[config.mk]
export PLATFORM = sky130hd
export DESIGN_NAME = matrix_display_formatter
export DESIGN_NICKNAME = d
export VERILOG_FILES = /design/src/rtl/matrix_pkg.sv /design/src/rtl/int8_to_ascii.sv /design/src/rtl/matrix_display_formatter.sv
export SDC_FILE = /design/constraint.sdc
export NUM_CORES = 1
export LEC_CHECK = 0
export ABC_AREA = 1
export CAP_MARGIN = 10
export CORE_MARGIN = 2
export CORE_UTILIZATION = 54
export CTS_CLUSTER_SIZE = 40
export DETAILED_ROUTE_END_ITERATION = 8
export PLACE_DENSITY = 0.81
export SLEW_MARGIN = 10
export SYNTH_ARGS = -nofsm -noshare
export SYNTH_HDL_FRONTEND = slang
export SYNTH_HIERARCHICAL = 1
export SYNTH_SLANG_ARGS = --single-unit
[constraint.sdc]
create_clock -name clk -period 4.08 [get_ports clk]
set_input_delay 1.224 -clock clk [delete_from_list [all_inputs] [get_ports clk]]
set_output_delay 1.224 -clock clk [all_outputs]
set_load 0.03 [all_outputs]
[src/rtl/matrix_pkg.sv]
// Shared types and constants for the matrix storage / display path.
package matrix_pkg;

    typedef enum logic [3:0] {
        ST_IDLE,
        ST_START,
        ST_WAIT_META,
        ST_REQ,
        ST_WAIT_DATA,
        ST_CONV,
        ST_EMIT,
        ST_SEP,
        ST_CR,
        ST_LF,
        ST_DONE,
        ST_ABORT
    } fmt_state_e;

    localparam logic [7:0] CHAR_CR    = 8'h0D;
    localparam logic [7:0] CHAR_LF    = 8'h0A;
    localparam logic [7:0] CHAR_MINUS = 8'h2D;
    localparam logic [7:0] CHAR_ZERO  = 8'h30;

    localparam int MAX_MATRICES = 10;
    localparam int MAX_DIM      = 5;

endpackage

[src/rtl/int8_to_ascii.sv]
// Signed 8-bit to decimal ASCII, leading zeros suppressed.
module int8_to_ascii
    import matrix_pkg::*;
(
    input  logic [7:0]      value,
    output logic [3:0][7:0] char_buf,
    output logic [2:0]      char_len
);

    logic       neg;
    logic [7:0] mag;
    logic [3:0] hun;
    logic [3:0] ten;
    logic [3:0] one;

    // -128 negates to 8'h80, which reads correctly as unsigned 128
    assign neg = value[7];
    assign mag = neg ? (~value + 8'd1) : value;
    assign hun = 4'(mag / 8'd100);
    assign ten = 4'((mag / 8'd10) % 8'd10);
    assign one = 4'(mag % 8'd10);

    always_comb begin
        char_buf = '0;
        char_len = 3'd0;
        if (neg) begin
            char_buf[char_len[1:0]] = CHAR_MINUS;
            char_len = char_len + 3'd1;
        end
        if (hun != 4'd0) begin
            char_buf[char_len[1:0]] = CHAR_ZERO + {4'd0, hun};
            char_len = char_len + 3'd1;
        end
        if (hun != 4'd0 || ten != 4'd0) begin
            char_buf[char_len[1:0]] = CHAR_ZERO + {4'd0, ten};
            char_len = char_len + 3'd1;
        end
        char_buf[char_len[1:0]] = CHAR_ZERO + {4'd0, one};
        char_len = char_len + 3'd1;
    end

endmodule

[src/rtl/matrix_display_formatter.sv]
// Reads a stored matrix element by element and prints it as ASCII rows.
module matrix_display_formatter
    import matrix_pkg::*;
#(
    parameter int         TIMEOUT_CYCLES = 64,
    parameter int         MAX_DIM        = 5,
    parameter logic [7:0] SEP_CHAR       = 8'h20
) (
    input  logic       clk,
    input  logic       rst,
    input  logic       fmt_start,
    input  logic [3:0] fmt_id,
    input  logic [2:0] fmt_m,
    input  logic [2:0] fmt_n,
    output logic       fmt_busy,
    output logic       fmt_done,
    output logic       fmt_err,
    output logic       start_disp,
    output logic [3:0] disp_id,
    output logic       read_en,
    input  logic       meta_info_valid,
    input  logic       error_flag,
    input  logic [7:0] st_data,
    input  logic       matrix_data_valid,
    output logic [7:0] tx_data,
    output logic       tx_valid,
    input  logic       tx_ready
);

    localparam int            TW       = $clog2(TIMEOUT_CYCLES + 1);
    localparam logic [TW-1:0] TMO_LAST = TW'(TIMEOUT_CYCLES - 1);
    localparam logic [2:0]    DIM_HI   = 3'(MAX_DIM);
    localparam logic [3:0]    ID_HI    = 4'(MAX_MATRICES - 1);

    fmt_state_e      state_q;
    fmt_state_e      state_d;
    logic [3:0]      id_q;
    logic [2:0]      m_q;
    logic [2:0]      n_q;
    logic [2:0]      row_q;
    logic [2:0]      col_q;
    logic [TW-1:0]   timer_q;
    logic [7:0]      elem_q;
    logic [3:0][7:0] buf_q;
    logic [3:0][7:0] conv_buf;
    logic [2:0]      len_q;
    logic [2:0]      conv_len;
    logic [1:0]      idx_q;
    logic            req_ok;
    logic            last_char;
    logic            last_col;
    logic            last_row;
    logic            timer_exp;

    int8_to_ascii u_conv (
        .value    (elem_q),
        .char_buf (conv_buf),
        .char_len (conv_len)
    );

    assign req_ok = (fmt_m != 3'd0) && (fmt_m <= DIM_HI)
                 && (fmt_n != 3'd0) && (fmt_n <= DIM_HI)
                 && (fmt_id <= ID_HI);

    assign last_char = ({1'b0, idx_q} == len_q - 3'd1);
    assign last_col  = (col_q == n_q - 3'd1);
    assign last_row  = (row_q == m_q - 3'd1);
    assign timer_exp = (timer_q == TMO_LAST);
    assign disp_id   = id_q;

    always_comb begin
        state_d    = state_q;
        fmt_busy   = 1'b0;
        fmt_done   = 1'b0;
        fmt_err    = 1'b0;
        start_disp = 1'b0;
        read_en    = 1'b0;
        tx_valid   = 1'b0;
        tx_data    = 8'h00;
        unique case (state_q)
            ST_IDLE: begin
                if (fmt_start)
                    state_d = req_ok ? ST_START : ST_ABORT;
            end
            ST_START: begin
                fmt_busy   = 1'b1;
                start_disp = 1'b1;
                state_d    = ST_WAIT_META;
            end
            ST_WAIT_META: begin
                fmt_busy = 1'b1;
                if (error_flag)
                    state_d = ST_ABORT;
                else if (meta_info_valid)
                    state_d = ST_REQ;
                else if (timer_exp)
                    state_d = ST_ABORT;
            end
            ST_REQ: begin
                fmt_busy = 1'b1;
                read_en  = 1'b1;
                state_d  = ST_WAIT_DATA;
            end
            ST_WAIT_DATA: begin
                fmt_busy = 1'b1;
                if (matrix_data_valid)
                    state_d = ST_CONV;
                else if (timer_exp)
                    state_d = ST_ABORT;
            end
            ST_CONV: begin
                fmt_busy = 1'b1;
                state_d  = ST_EMIT;
            end
            ST_EMIT: begin
                fmt_busy = 1'b1;
                tx_valid = 1'b1;
                tx_data  = buf_q[idx_q];
                if (tx_ready && last_char)
                    state_d = last_col ? ST_CR : ST_SEP;
            end
            ST_SEP: begin
                fmt_busy = 1'b1;
                tx_valid = 1'b1;
                tx_data  = SEP_CHAR;
                if (tx_ready)
                    state_d = ST_REQ;
            end
            ST_CR: begin
                fmt_busy = 1'b1;
                tx_valid = 1'b1;
                tx_data  = CHAR_CR;
                if (tx_ready)
                    state_d = ST_LF;
            end
            ST_LF: begin
                fmt_busy = 1'b1;
                tx_valid = 1'b1;
                tx_data  = CHAR_LF;
                if (tx_ready)
                    state_d = last_row ? ST_DONE : ST_REQ;
            end
            ST_DONE: begin
                fmt_done = 1'b1;
                state_d  = ST_IDLE;
            end
            ST_ABORT: begin
                fmt_err = 1'b1;
                state_d = ST_IDLE;
            end
            default: state_d = ST_IDLE;
        endcase
    end

    always_ff @(posedge clk) begin
        if (rst) begin
            state_q <= ST_IDLE;
            id_q    <= '0;
            m_q     <= '0;
            n_q     <= '0;
            row_q   <= '0;
            col_q   <= '0;
            timer_q <= '0;
            elem_q  <= '0;
            buf_q   <= '0;
            len_q   <= '0;
            idx_q   <= '0;
        end else begin
            state_q <= state_d;
            case (state_q)
                ST_IDLE: begin
                    if (fmt_start && req_ok) begin
                        id_q  <= fmt_id;
                        m_q   <= fmt_m;
                        n_q   <= fmt_n;
                        row_q <= '0;
                        col_q <= '0;
                    end
                end
                // timer counts cycles elapsed since the start/read pulse
                ST_START, ST_REQ: timer_q <= TW'(1);
                ST_WAIT_META: timer_q <= timer_q + TW'(1);
                ST_WAIT_DATA: begin
                    timer_q <= timer_q + TW'(1);
                    if (matrix_data_valid)
                        elem_q <= st_data;
                end
                ST_CONV: begin
                    buf_q <= conv_buf;
                    len_q <= conv_len;
                    idx_q <= '0;
                end
                ST_EMIT: begin
                    if (tx_ready)
                        idx_q <= idx_q + 2'd1;
                end
                ST_SEP: begin
                    if (tx_ready)
                        col_q <= col_q + 3'd1;
                end
                ST_LF: begin
                    if (tx_ready) begin
                        col_q <= '0;
                        row_q <= row_q + 3'd1;
                    end
                end
                default: ;
            endcase
        end
    end

endmodule

==> results.cfg <==
[logic_synthesis]
synthCells = 784
synth_xor_area_share_pct = 1.35
synth_cell_type_count = 47
ys_seq_elements = 72
synth_edf_count = 0
yosys_warnings = 6
synth-adder-area-share_pct = 5.66
synthMuxAreaShare_pct = 0
syn_avg_cell_area_um2 = 6.37
ys_top_cells_by_count = nand2_1, nor2_1, inv_1
yosysTopAreaCell = dfxtp_1
synth_top_family_by_area = simple AND/OR/NAND/NOR gates
synth.top_cell.area_share_pct = 28.9
ys_seq_area_share_pct = 28.9
synth-simple-area-share_pct = 37.1
synth_area_mm2 = 0.00499
synth_top_cells_by_area = dfxtp_1, nand2_1, nor2_1, o21ai_0, inv_1
async_reset_ff_share_pct = 0
synth.most_common_cell = nand2_1
synthFlopType = dfxtp_1
synth_compound_area_share_pct = 15.4

[finish]
area_growth_pct = 26.7
nFillCells = 753
stdcell_count = 983
layout.nets = 914
drive_above_1_share_pct = 21.4
ff_latch_area_mm2 = 0.00145
stdcell_area_mm2 = 0.00632
multi_input_area_mm2 = 0.00323
insertedDiodeCount = 0

[die]
core_mm2 = 0.00911
rows = 35
initial_core_util_pct = 54.8
die_x_um = 100
pin_count = 43
dieArea_mm2 = 0.0100
die-height_um = 100

[run]
drv_cap = 0

[sta]
finalSetupViolCount = 5
slew_viol_final = 0
finClkSkew_ns = 0.0102
tightest_slew_ns = 0.670
hold_slack_ns = 0.459
hold_viol_final = 0
rsz0062_at_grt = true
layout_setup_ws_ns = -0.0746
finalCriticalPeriod_ns = 4.15
period_share_pct = 102
max_freq_ghz = 0.241
slew_headroom_pct = 55.3

[worst_setup_path]
crit_type = register to register
cp_max_fo = 4
arrival_ns = 4.44
critPathMaxStageDelay_ns = 0.64
crit_path_end_kind = register
cp.required_ns = 4.36
worstSetupStartpointType = register
slowest_stage = fa_2

[drt]
drt_pass1_iterations = 6
ant_nets = 0
num_vias = 5259
drc = 0
drt_iter0_markers = 357
vias_per_cell = 5.35
drt_wl_total_um = 13200
wl_per_cell_um = 13.5

[power]
swShare_pct = 39.7
seqPwrFrac_pct = 30.3
combPwrFrac_pct = 44.4
power_leakage_nw = 3.01
clkPwrFrac_pct = 25.3
ir_drop_uv = 317
power.switching_w = 0.00109
finalPower_w = 0.00275
p_int_w = 0.00166
powerDensity_mw_per_mm2 = 434

[outcome]
status = finished, violations left
violations = negative setup slack

[place]
dp_cells = 942
hpwl_um = 8950
numPortBuffers = 42
place.gp.congestion = 0.934
placed_cell_area_mm2 = 0.00564

[hold_path]
min_path_type = register to register

[global_routing]
grtUsageTotal_pct = 26.2
grt-ovfl-total = 0
grt_max_degree = 47
first_global_vias = 4882
antenna_found_initial = 0
grt_pass1_wl_um = 21400

[clocking]
cts_root_buf = clkbuf_8
cts_buffers = 9
cts_tree = done
path_clk_slew_ns = 0.08
clk_path_buf_depth = 2
cts.htree.levels = 3
clock_sinks = 72
insertion_delay_ns = 0.35
routing by layer:
layer,part of all wire [%],track usage [%],up-vias
met1,43,31.8,2434
met2,51,46.6,160
met5,0,0,-
met4,2.0,9.06,0
li1,-,-,2634
met3,4.5,4.67,31
worst max-delay path: cells and delay by family (launching register included):
| family | cells | cell delay (ns) |
|---|---|---|
| xor gates and xnor gates | 1 | 0.18 |
| DFF | 1 | 0.32 |
| and+or+nand+nor | 19 | 1.57 |
| AOI/OAI and AO/OA | 3 | 0.43 |
| buffers and inverters | 7 | 0.48 |
| adders and majority gates | 4 | 1.11 |
cells by family after synthesis:
kind of cell,count (synthesis)
and+or+nand+nor,404
AOI/OAI and AO/OA,142
buffers and inverters,137
DFF,72
adders and majority gates,22
xor gates and xnor gates,6
other,1
power groups by stage:
| stage | clock network, W | registers, W | logic, W |
|---|---|---|---|
| floorplan | 0 | 0.000843 | 0.000735 |
| global placement | 0 | 0.000842 | 0.000996 |
| detailed placement | 0 | 0.000845 | 0.00103 |
| CTS | 0.000706 | 0.000831 | 0.00115 |
| global route | 0.000734 | 0.000842 | 0.00132 |
| finish | 0.000695 | 0.000834 | 0.00122 |
sequential cells by signal, summed over array words and instances, names as in the netlist:
signal and count:
idx_q 2, len_q 3, state_q 4, n_q 3, disp_id 4, timer_q 7
col_q 3, buf_q 32, m_q 3, row_q 3, elem_q 8
cell type report:
class / instances / share of cell area [%]
Clock inverter: 6 / 1.82
Sequential cell: 72 / 23.0
Clock buffer: 10 / 2.02
Tap cell: 111 / 2.20
Multi-Input combinational cell: 582 / 51.1
Inverter: 106 / 6.47
Timing Repair Buffer: 96 / 13.4
final timing paths:
path | slack [ns] | to | start | cells after the start
worst max-delay path | -0.07 | buf_q[9] | elem_q[0] | 34
worst min-delay path | 0.46 | buf_q[17] | buf_q[17] | 2
worst max register to register | -0.07 | buf_q[9] | elem_q[0] | 34
worst min register to register | 0.46 | buf_q[17] | buf_q[17] | 2
cell usage in the layout (no fill, tap or decap), types with 3 or more instances in the layout:
| cell | count |
|---|---|
| nand2_4 | 14 |
| bufinv_16 | 3 |
| nand3_4 | 3 |
| nand2_2 | 19 |
| o21ai_1 | 11 |
| dfxtp_2 | 4 |
| buf_4 | 51 |
| dfxtp_1 | 66 |
| clkdlybuf4s50_1 | 42 |
| nand2_1 | 172 |
| inv_1 | 76 |
| o21ai_2 | 7 |
| conb_1 | 8 |
| nand3_2 | 4 |
| nor2_2 | 7 |
| clkbuf_8 | 9 |
| ha_4 | 5 |
| o21ai_0 | 64 |
| nor2_1 | 118 |
| nor3_1 | 5 |
| or2_2 | 3 |
| nor2_4 | 7 |
| nand3_1 | 38 |
| a211oi_1 | 7 |
| inv_2 | 24 |
| ha_1 | 16 |
| a21oi_1 | 43 |
| nand4_1 | 3 |
timing repair:
item                       4_1_cts  5_1_grt
pin swaps                       22       28
buffers inserted                17        8
hold buffers                     0        0
resized for setup               37       33
setup endpoints to repair       15       17
per-stage QoR:
stage / worst slack [ns] / TNS, ns / util, %
after floorplan: 0.00489 / 0 / -
after global placement: -0.0245 / -0.0245 / 61.9
after detailed placement: -0.199 / -1.79 / 61.9
after CTS: -0.000595 / -0.000595 / 67.7
after global routing: -0.326 / -3.60 / 69.4
final: -0.0746 / -0.126 / 69.4
Power figures use the tool's default switching activity.
